$ cat config.mk
export PLATFORM = sky130hd
export DESIGN_NAME = mas_mac_vedic_16x16
export DESIGN_NICKNAME = d
export VERILOG_FILES = /design/src/rtl/mas_mac_pkg.sv /design/src/rtl/mas_mul_vedic_16x16.sv /design/src/rtl/mas_mac_vedic_16x16.sv
export SDC_FILE = /design/constraint.sdc
export NUM_CORES = 1
export LEC_CHECK = 0
export ABC_AREA = 0
export BUFFER_PORTS_ARGS = -buffer_cell sky130_fd_sc_hd__buf_4
export CORE_MARGIN = 5
export CORE_UTILIZATION = 57
export DETAILED_ROUTE_END_ITERATION = 8
export PLACE_DENSITY = 0.75
export SYNTH_ARGS = -nofsm -noshare
export SYNTH_HDL_FRONTEND = slang
export SYNTH_SLANG_ARGS = --single-unit
$ cat constraint.sdc
create_clock -name clk -period 15.85 [get_ports clk]
set_input_delay 3.17 -clock clk [delete_from_list [all_inputs] [get_ports clk]]
set_output_delay 3.17 -clock clk [all_outputs]
set_load 0.01 [all_outputs]
$ cat src/rtl/mas_mac_pkg.sv
// Shared types and constants for the Vedic multiply-accumulate engine.
package mas_mac_pkg;

  typedef enum logic [1:0] {
    IDLE  = 2'd0,
    RUN   = 2'd1,
    DRAIN = 2'd2,
    DONE  = 2'd3
  } mas_mac_state_t;

  localparam int MAS_MAC_PIPE_LAT = 3;
  localparam int MAS_MUL_W        = 16;

endpackage

$ cat src/rtl/mas_mul_vedic_16x16.sv
// Combinational 16x16 unsigned multiplier built from Urdhva-Tiryagbhyam
// (vertical and crosswise) partial products, recursively 2 -> 4 -> 8 -> 16.
module mas_mul_vedic_16x16
  import mas_mac_pkg::*;
(
  input  logic [MAS_MUL_W-1:0]   a,
  input  logic [MAS_MUL_W-1:0]   b,
  output logic [2*MAS_MUL_W-1:0] p
);

  function automatic logic [3:0] vedic2(input logic [1:0] x, input logic [1:0] y);
    logic       c1;
    logic [3:0] r;
    r[0] = x[0] & y[0];
    r[1] = (x[1] & y[0]) ^ (x[0] & y[1]);
    c1   = (x[1] & y[0]) & (x[0] & y[1]);
    r[2] = (x[1] & y[1]) ^ c1;
    r[3] = (x[1] & y[1]) & c1;
    return r;
  endfunction

  function automatic logic [7:0] vedic4(input logic [3:0] x, input logic [3:0] y);
    logic [3:0] q0, q1, q2, q3;
    q0 = vedic2(x[1:0], y[1:0]);
    q1 = vedic2(x[3:2], y[1:0]);
    q2 = vedic2(x[1:0], y[3:2]);
    q3 = vedic2(x[3:2], y[3:2]);
    return {4'b0000, q0} + {2'b00, q1, 2'b00} + {2'b00, q2, 2'b00} + {q3, 4'b0000};
  endfunction

  function automatic logic [15:0] vedic8(input logic [7:0] x, input logic [7:0] y);
    logic [7:0] q0, q1, q2, q3;
    q0 = vedic4(x[3:0], y[3:0]);
    q1 = vedic4(x[7:4], y[3:0]);
    q2 = vedic4(x[3:0], y[7:4]);
    q3 = vedic4(x[7:4], y[7:4]);
    return {8'h00, q0} + {4'h0, q1, 4'h0} + {4'h0, q2, 4'h0} + {q3, 8'h00};
  endfunction

  logic [15:0] q0_s, q1_s, q2_s, q3_s;

  // Top-level crosswise combination of the four 8x8 partial products.
  always_comb begin
    q0_s = vedic8(a[7:0],  b[7:0]);
    q1_s = vedic8(a[15:8], b[7:0]);
    q2_s = vedic8(a[7:0],  b[15:8]);
    q3_s = vedic8(a[15:8], b[15:8]);
    p    = {16'h0000, q0_s} + {8'h00, q1_s, 8'h00} + {8'h00, q2_s, 8'h00} + {q3_s, 16'h0000};
  end

endmodule

$ cat src/rtl/mas_mac_vedic_16x16.sv
// Dot-product engine: accepts len operand pairs, multiplies each through the
// Vedic multiplier and accumulates the products into an ACC_W-bit sum.
module mas_mac_vedic_16x16
  import mas_mac_pkg::*;
#(
  parameter int ACC_W = 40,
  parameter int LEN_W = 8
) (
  input  logic               clk,
  input  logic               rst,
  input  logic               start,
  input  logic [LEN_W-1:0]   len,
  input  logic               in_valid,
  output logic               in_ready,
  input  logic [15:0]        in1,
  input  logic [15:0]        in2,
  output logic               out_valid,
  input  logic               out_ready,
  output logic [ACC_W-1:0]   acc_res,
  output logic               ovf,
  output logic               busy
);

  localparam logic [LEN_W-1:0] LEN_ONE = LEN_W'(1);

  mas_mac_state_t state_r, next_s;

  logic [LEN_W-1:0]       remaining_r;
  logic                   in_ready_r, out_valid_r, busy_r;
  logic                   v0_r, v1_r;
  logic [MAS_MUL_W-1:0]   a_r, b_r;
  logic [2*MAS_MUL_W-1:0] mul_p_s, prod_r;
  logic [ACC_W-1:0]       acc_r;
  logic                   ovf_r;
  logic [ACC_W:0]         prod_ext_s, sum_s;
  logic                   accept_s, job_start_s;

  assign accept_s    = in_valid & in_ready_r;
  assign job_start_s = (state_r == IDLE) & start;

  // Next-state decode; handshake flags are registered from the next state.
  always_comb begin
    next_s = state_r;
    case (state_r)
      IDLE: begin
        if (start) begin
          next_s = (len != '0) ? RUN : DONE;
        end else begin
          next_s = IDLE;
        end
      end
      RUN: begin
        if (accept_s && (remaining_r == LEN_ONE)) begin
          next_s = DRAIN;
        end else begin
          next_s = RUN;
        end
      end
      DRAIN: begin
        if (!v0_r && !v1_r) begin
          next_s = DONE;
        end else begin
          next_s = DRAIN;
        end
      end
      DONE: begin
        if (out_ready) begin
          next_s = IDLE;
        end else begin
          next_s = DONE;
        end
      end
      default: next_s = IDLE;
    endcase
  end

  // State register, element counter and registered handshake outputs.
  always_ff @(posedge clk or posedge rst) begin
    if (rst) begin
      state_r     <= IDLE;
      remaining_r <= '0;
      in_ready_r  <= 1'b0;
      out_valid_r <= 1'b0;
      busy_r      <= 1'b0;
    end else begin
      state_r     <= next_s;
      in_ready_r  <= (next_s == RUN);
      out_valid_r <= (next_s == DONE);
      busy_r      <= (next_s != IDLE);
      if (job_start_s) begin
        remaining_r <= len;
      end else if (accept_s) begin
        remaining_r <= remaining_r - LEN_ONE;
      end
    end
  end

  mas_mul_vedic_16x16 u_mul (
    .a (a_r),
    .b (b_r),
    .p (mul_p_s)
  );

  // Operand stage (S0) and product stage (S1).
  always_ff @(posedge clk or posedge rst) begin
    if (rst) begin
      v0_r   <= 1'b0;
      a_r    <= '0;
      b_r    <= '0;
      v1_r   <= 1'b0;
      prod_r <= '0;
    end else begin
      v0_r <= accept_s;
      if (accept_s) begin
        a_r <= in1;
        b_r <= in2;
      end
      v1_r <= v0_r;
      if (v0_r) begin
        prod_r <= mul_p_s;
      end
    end
  end

  // One extra bit above the accumulator captures the carry out of ACC_W-1.
  always_comb begin
    prod_ext_s                  = '0;
    prod_ext_s[2*MAS_MUL_W-1:0] = prod_r;
    sum_s                       = {1'b0, acc_r} + prod_ext_s;
  end

  // Accumulate stage (S2); result holds across IDLE until the next start.
  always_ff @(posedge clk or posedge rst) begin
    if (rst) begin
      acc_r <= '0;
      ovf_r <= 1'b0;
    end else if (job_start_s) begin
      acc_r <= '0;
      ovf_r <= 1'b0;
    end else if (v1_r) begin
      acc_r <= sum_s[ACC_W-1:0];
      ovf_r <= ovf_r | sum_s[ACC_W];
    end
  end

  assign in_ready  = in_ready_r;
  assign out_valid = out_valid_r;
  assign busy      = busy_r;
  assign acc_res   = acc_r;
  assign ovf       = ovf_r;

endmodule

==> summary.txt, run 1 <==
outcome - finished, final reports clean
FP Rows - 67
Buf/Inv on CP - 4
delay contributed by the slowest stage of the critical path - 560 ps
maximum number of pins on one net before global-route repair - 63
setup repair after global routing missed its margin - no
final number of setup-violating endpoints - 0
total global routing overflow - 0
synthesized cell area - 19040 um2
via count - 14780
maximum fanout encountered on the critical timing path - 17
post-CTS clock slew at the launch and capture registers of the worst setup and hold paths - 60 ps
TritonCTS buffer count - 17
slowest cell on the critical path - fa_1
part of the Yosys area used for sequential elements - 15.77%
Post-CTS Hold Buffers - 0
clock latency on the worst-skew pair - 450 ps
weighted congestion reported at the end of routability-driven placement - 0.8998
Async S/R FF share, synth - 100.0%
layout overhead on the synthesized area - 9.310%
area of the core - 33280 um2
number of failing hold endpoints at the final stage - 0
Req. time, crit path - 16210 ps
worst-case clock skew - 11.70 ps
post-synthesis cell count - 2114
number of diodes added for antenna fixing - 0
Chip Height - 192.8 um
number of nets produced by synthesis - 2654
most frequent cells in the layout - 392 x ha_1, 261 x inv_1, 238 x and2_1, 136 x xnor2_1, 120 x dfrtp_1
proportion of layout cells with a drive suffix above 1 - 9.419%
routed length per instance - 16.47 um
GRT Total Usage - 24.22%
DR DRC count - 0
Final Critical Period - 10310 ps
CTS tree - yes
wire length of the first global-routing pass - 72910 um
count of filler cells inserted in the layout - 2786
number of top-level pins - 89
pins over their slew limit - 0
via count of the first global-routing pass - 15460
antenna-violating nets left - 0
deepest clock path buffer count - 2
most common cell after layout, fill and taps aside - ha_1
fin crit share - 65.02%
cell chosen for the clock root - clkbuf_16
cts repair resizes - 0
CP startpoint kind - register
syn_area_per_cell - 9.009 um2
dominant synthesized flop cell - dfrtp_1
Crit path max-delay family - adder cells
category of the worst setup path capture point - register
Chip Width - 192.8 um
TNS Setup - 0 ps
count of flip-flops with a built-in enable after synthesis - 0
1st-pass router iterations - 5
most used cell, CP - ha_1
fmax - 0.09703 GHz
wire length after detailed routing - 43400 um
WP data arrival - 10670 ps
Port-buffer cells - 88
number of distinct library cell variants in the gate-level netlist after synthesis - 73
max-capacitance violation count - 0
floorplan die area - 37170 um2
Clock Sink Count - 120
slew at the pin with the worst max-slew slack - 913.1 ps
count of H-tree levels built during CTS - 4
Setup Buffers After CTS - 0
first-iteration detailed-routing DRC count - 652
detailed-placement wirelength estimate - 34290 um
average via count per standard cell - 5.607
start-to-end type of the worst setup path - reg -> reg
Layout Nets - 2714
number of synthesized register bits - 120
antenna violations before repair - 1
Yosys warning total - 0
Initial Utilization - 57.22%
path class of the lowest-slack min-delay path - reg -> reg
Worst slew margin - 39.13%
-- tightest hold or removal path: cells and delay by family (launching register included) --
family | cells | cell delay [ps]
DFF | 1 | 340
AOI/OAI and AO/OA | 1 | 50
and+or+nand+nor | 1 | 80
-- logic make-up (layout without fill, tap and decap cells) --
kind of cell | Yosys count | count (layout) | synth area share, %
DFF | 120 | 120 | 15.77
and+or+nand+nor | 540 | 540 | 15.07
adders and majority gates | 495 | 495 | 36.58
xor gates and xnor gates | 205 | 205 | 9.428
AOI/OAI and AO/OA | 357 | 357 | 12.46
muxes | 76 | 76 | 4.349
buffers and inverters | 321 | 394 | 6.346
-- final cells by class --
cell class              instances  area, um2  area share (%)
clock buffers                  19      442.9           2.128
clock inverters                13      240.2           1.154
inverters                     263      989.7           4.754
multi-input cells            1673      14840           71.28
flip-flops and latches        120       3003           14.42
well taps                     448      560.5           2.693
repair buffers                 99      743.2           3.570
-- registers in the layout (all words and copies together), names as in the netlist --
register / cells
remaining_r: 8
out_valid: 1
v0_r: 1
prod_r: 32
busy: 1
ovf: 1
in_ready: 1
b_r: 16
v1_r: 1
a_r: 16
state_r: 2
acc_res: 40
-- layer usage --
layer | up-vias | share of wire, % | routed length (um) | GRT usage, %
li1 | 7241 | - | - | -
met1 | 7187 | 43 | 18620 | 29.46
met2 | 262 | 51 | 22180 | 44.20
met3 | 85 | 3.1 | 1326 | 2.912
met4 | 0 | 2.9 | 1271 | 8.201
met5 | - | 0 | 0 | 0
-- Yosys cell counts, types with 54 or more instances --
| cell type | instances | area, um2 |
|---|---|---|
| xnor2_1 | 136 | 1191 |
| dfrtp_1 | 120 | 3003 |
| ha_1 | 392 | 4905 |
| nand2_1 | 90 | 337.8 |
| nor2_1 | 108 | 405.4 |
| mux2_2 | 54 | 608.1 |
| inv_1 | 262 | 983.4 |
| a21o_1 | 82 | 615.6 |
| and2_1 | 238 | 1489 |
| xor2_1 | 69 | 604.3 |
| fa_1 | 103 | 2062 |
| a21oi_1 | 115 | 575.6 |
| o21ai_0 | 54 | 270.3 |
-- stage by stage --
stage | setup WS (ps) | instances | hold slack (ps) | instance area (um2) | utilization, %
after global placement | 5966 | 2603 | 491.4 | 20130 | 60.50
after global routing | 4814 | 2635 | 533.6 | 20820 | 62.55
final | 5544 | 2635 | 504.3 | 20820 | 62.55
after floorplan | 6444 | 2114 | 351.9 | 19040 | -
after detailed placement | 5659 | 2603 | 492.2 | 20130 | 60.50
after CTS | 5576 | 2635 | 507.0 | 20820 | 62.55
-- path summary, 6_finish.rpt --
kind / startpoint / to / slack, ps / cells past startpoint
worst max-delay path: a_r[1] / prod_r[29] / 5540 / 42
worst min-delay path: ovf / ovf / 500 / 2
worst min register to register: ovf / ovf / 500 / 2
worst max register to register: a_r[1] / prod_r[29] / 5540 / 42
min in group asynchronous: rst / acc_res[4] / 2890 / 2
max in group asynchronous: rst / prod_r[31] / 11570 / 3
Power of run 1 is not shown: default switching activity piles up to over one toggle a cycle in this logic, so the estimate is an artifact.
==> run 2, diff against run 1 <==
- PLACE_DENSITY: 0.75 -> 0.78
- clock period: 15.85 -> 8.7 ns (I/O delays scaled with it)
==> run 2 against run 1 <==
Against the previous run: non-clock buffer count increased by 111; the run now ends with negative setup slack left; critical path depth decreased by 1; final cell count increased by 4.2%; global-route usage increased by 0.41 points; critical path type unchanged; highest routed layer unchanged; clock skew about the same.
==> summary.txt, run 2 (synthesis gave the netlist of run 1 again) <==
most used cell, CP - ha_4
number of standard cells in the final layout excluding fillers - 2745
via count of the first global-routing pass - 16260
most common cell after layout, fill and taps aside - ha_1
max-capacitance violation count - 0
antenna-violating nets left - 0
total global routing overflow - 0
final worst-path setup slack - -420.9 ps
maximum fanout encountered on the critical timing path - 4
start-to-end type of the worst setup path - reg -> reg
standard cell area after detailed placement - 21020 um2
Req. time, crit path - 9030 ps
final number of setup-violating endpoints - 11
final design instance area without fill - 22080 um2
worst hold slack across all endpoints - 455.2 ps
deepest clock path buffer count - 2
worst-case clock skew - 12.00 ps
most frequent cells in the layout - 376 x ha_1, 252 x inv_1, 236 x and2_1, 207 x buf_4, 128 x xnor2_1
post-CTS clock slew at the launch and capture registers of the worst setup and hold paths - 60 ps
1st-pass router iterations - 5
antenna violations before repair - 0
Clock Sink Count - 120
Chip Width - 192.8 um
Final Critical Period - 9121 ps
count of filler cells inserted in the layout - 2562
outcome - complete, but fails checks
wire length after detailed routing - 44690 um
category of the worst setup path capture point - register
slowest cell on the critical path - fa_2
cell chosen for the clock root - clkbuf_16
number of diodes added for antenna fixing - 0
wire length of the first global-routing pass - 74820 um
area of the core - 33280 um2
cell count after placement - 2700
delay contributed by the slowest stage of the critical path - 560 ps
core occupancy in the finished layout - 66.36%
Largest register FFs - 40
fin crit share - 104.8%
Initial Utilization - 57.22%
weighted congestion reported at the end of routability-driven placement - 0.9052
fmax - 0.1096 GHz
Worst slew margin - 36.83%
slew at the pin with the worst max-slew slack - 947.5 ps
flip-flop and latch area - 3003 um2
TritonCTS buffer count - 17
clock latency on the worst-skew pair - 450 ps
Port-buffer cells - 88
number of top-level pins - 89
setup repair after global routing missed its margin - yes
area occupied by multi-input gates - 15330 um2
Layout Nets - 2825
average via count per standard cell - 5.558
CTS tree - yes
layout overhead on the synthesized area - 15.96%
FP Rows - 67
WP data arrival - 9450 ps
routed length per instance - 16.28 um
via count - 15260
pins over their slew limit - 0
path class of the lowest-slack min-delay path - reg -> reg
count of H-tree levels built during CTS - 4
proportion of layout cells with a drive suffix above 1 - 17.07%
detailed-placement wirelength estimate - 35260 um
violations in the final reports - negative setup slack
number of failing hold endpoints at the final stage - 0
floorplan die area - 37170 um2
Chip Height - 192.8 um
DR DRC count - 0
first-iteration detailed-routing DRC count - 537
maximum number of pins on one net before global-route repair - 68
CP startpoint kind - register
GRT Total Usage - 24.63%
==> run 2: changes by cell type in the layout (fill, tap and decap cells not counted), sizes merged <==
cell	before	now
buf	99	210
clkbuf	19	18
bufinv	6	3
clkinvlp	1	3
clkinv	3	4
==> run 2: area by class of cell <==
class	count	share of cell area, %
Sequential cell	120	13.60
Inverter	263	4.482
Tap cell	448	2.538
Clock inverter	13	0.7705
Clock buffer	18	1.989
Multi-Input combinational cell	1673	69.43
Timing Repair Buffer	210	7.190
==> run 2: layer usage <==
metal | share of wire [%] | vias up | routed length (um) | GRT usage [%]
met4 | 2.4 | 0 | 1057 | 7.570
li1 | - | 7455 | - | -
met5 | 0 | - | 0 | 0
met1 | 42 | 7475 | 18760 | 29.24
met2 | 53 | 248 | 23590 | 45.69
met3 | 2.9 | 79 | 1287 | 3.600
==> run 2: critical path: cells and delay by family (launching register included) <==
kind	cells	cell delay (ps)
adder cells (fa/ha/maj)	14	4420
AND/OR/NAND/NOR	2	240
multiplexers	1	270
buffers and inverters	7	510
flip-flops	1	390
AO/OA/AOI/OAI	13	2690
XOR/XNOR	4	480
==> run 2: timing repair <==
item                                    4_1_cts  5_1_grt
endpoints found under the hold margin         0        0
hold buffers                                  0        0
endpoints found under the setup margin       11       15
gates resized for setup                      21       48
buffers inserted                             10        5
pin swaps                                    49       36
==> run 2: final timing paths <==
path | start | to | slack [ps] | cells after the start
max | b_r[0] | prod_r[26] | -420 | 41
min | v0_r | v1_r | 460 | 0
max reg2reg | b_r[0] | prod_r[26] | -420 | 41
min reg2reg | v0_r | v1_r | 460 | 0
max in group asynchronous | rst | prod_r[31] | 5920 | 3
min in group asynchronous | rst | acc_res[2] | 1400 | 2
==> run 2: through the flow <==
stage          setup TNS, ps  setup WS [ps]
4_1_cts                -2626         -384.8
2_1_floorplan         -450.4         -118.2
3_5_place_dp           -3502         -440.4
3_3_place_gp           -1426         -212.7
6_report               -3052         -420.9
5_1_grt                -6998         -729.9
Power of run 2 is left out for the same reason.
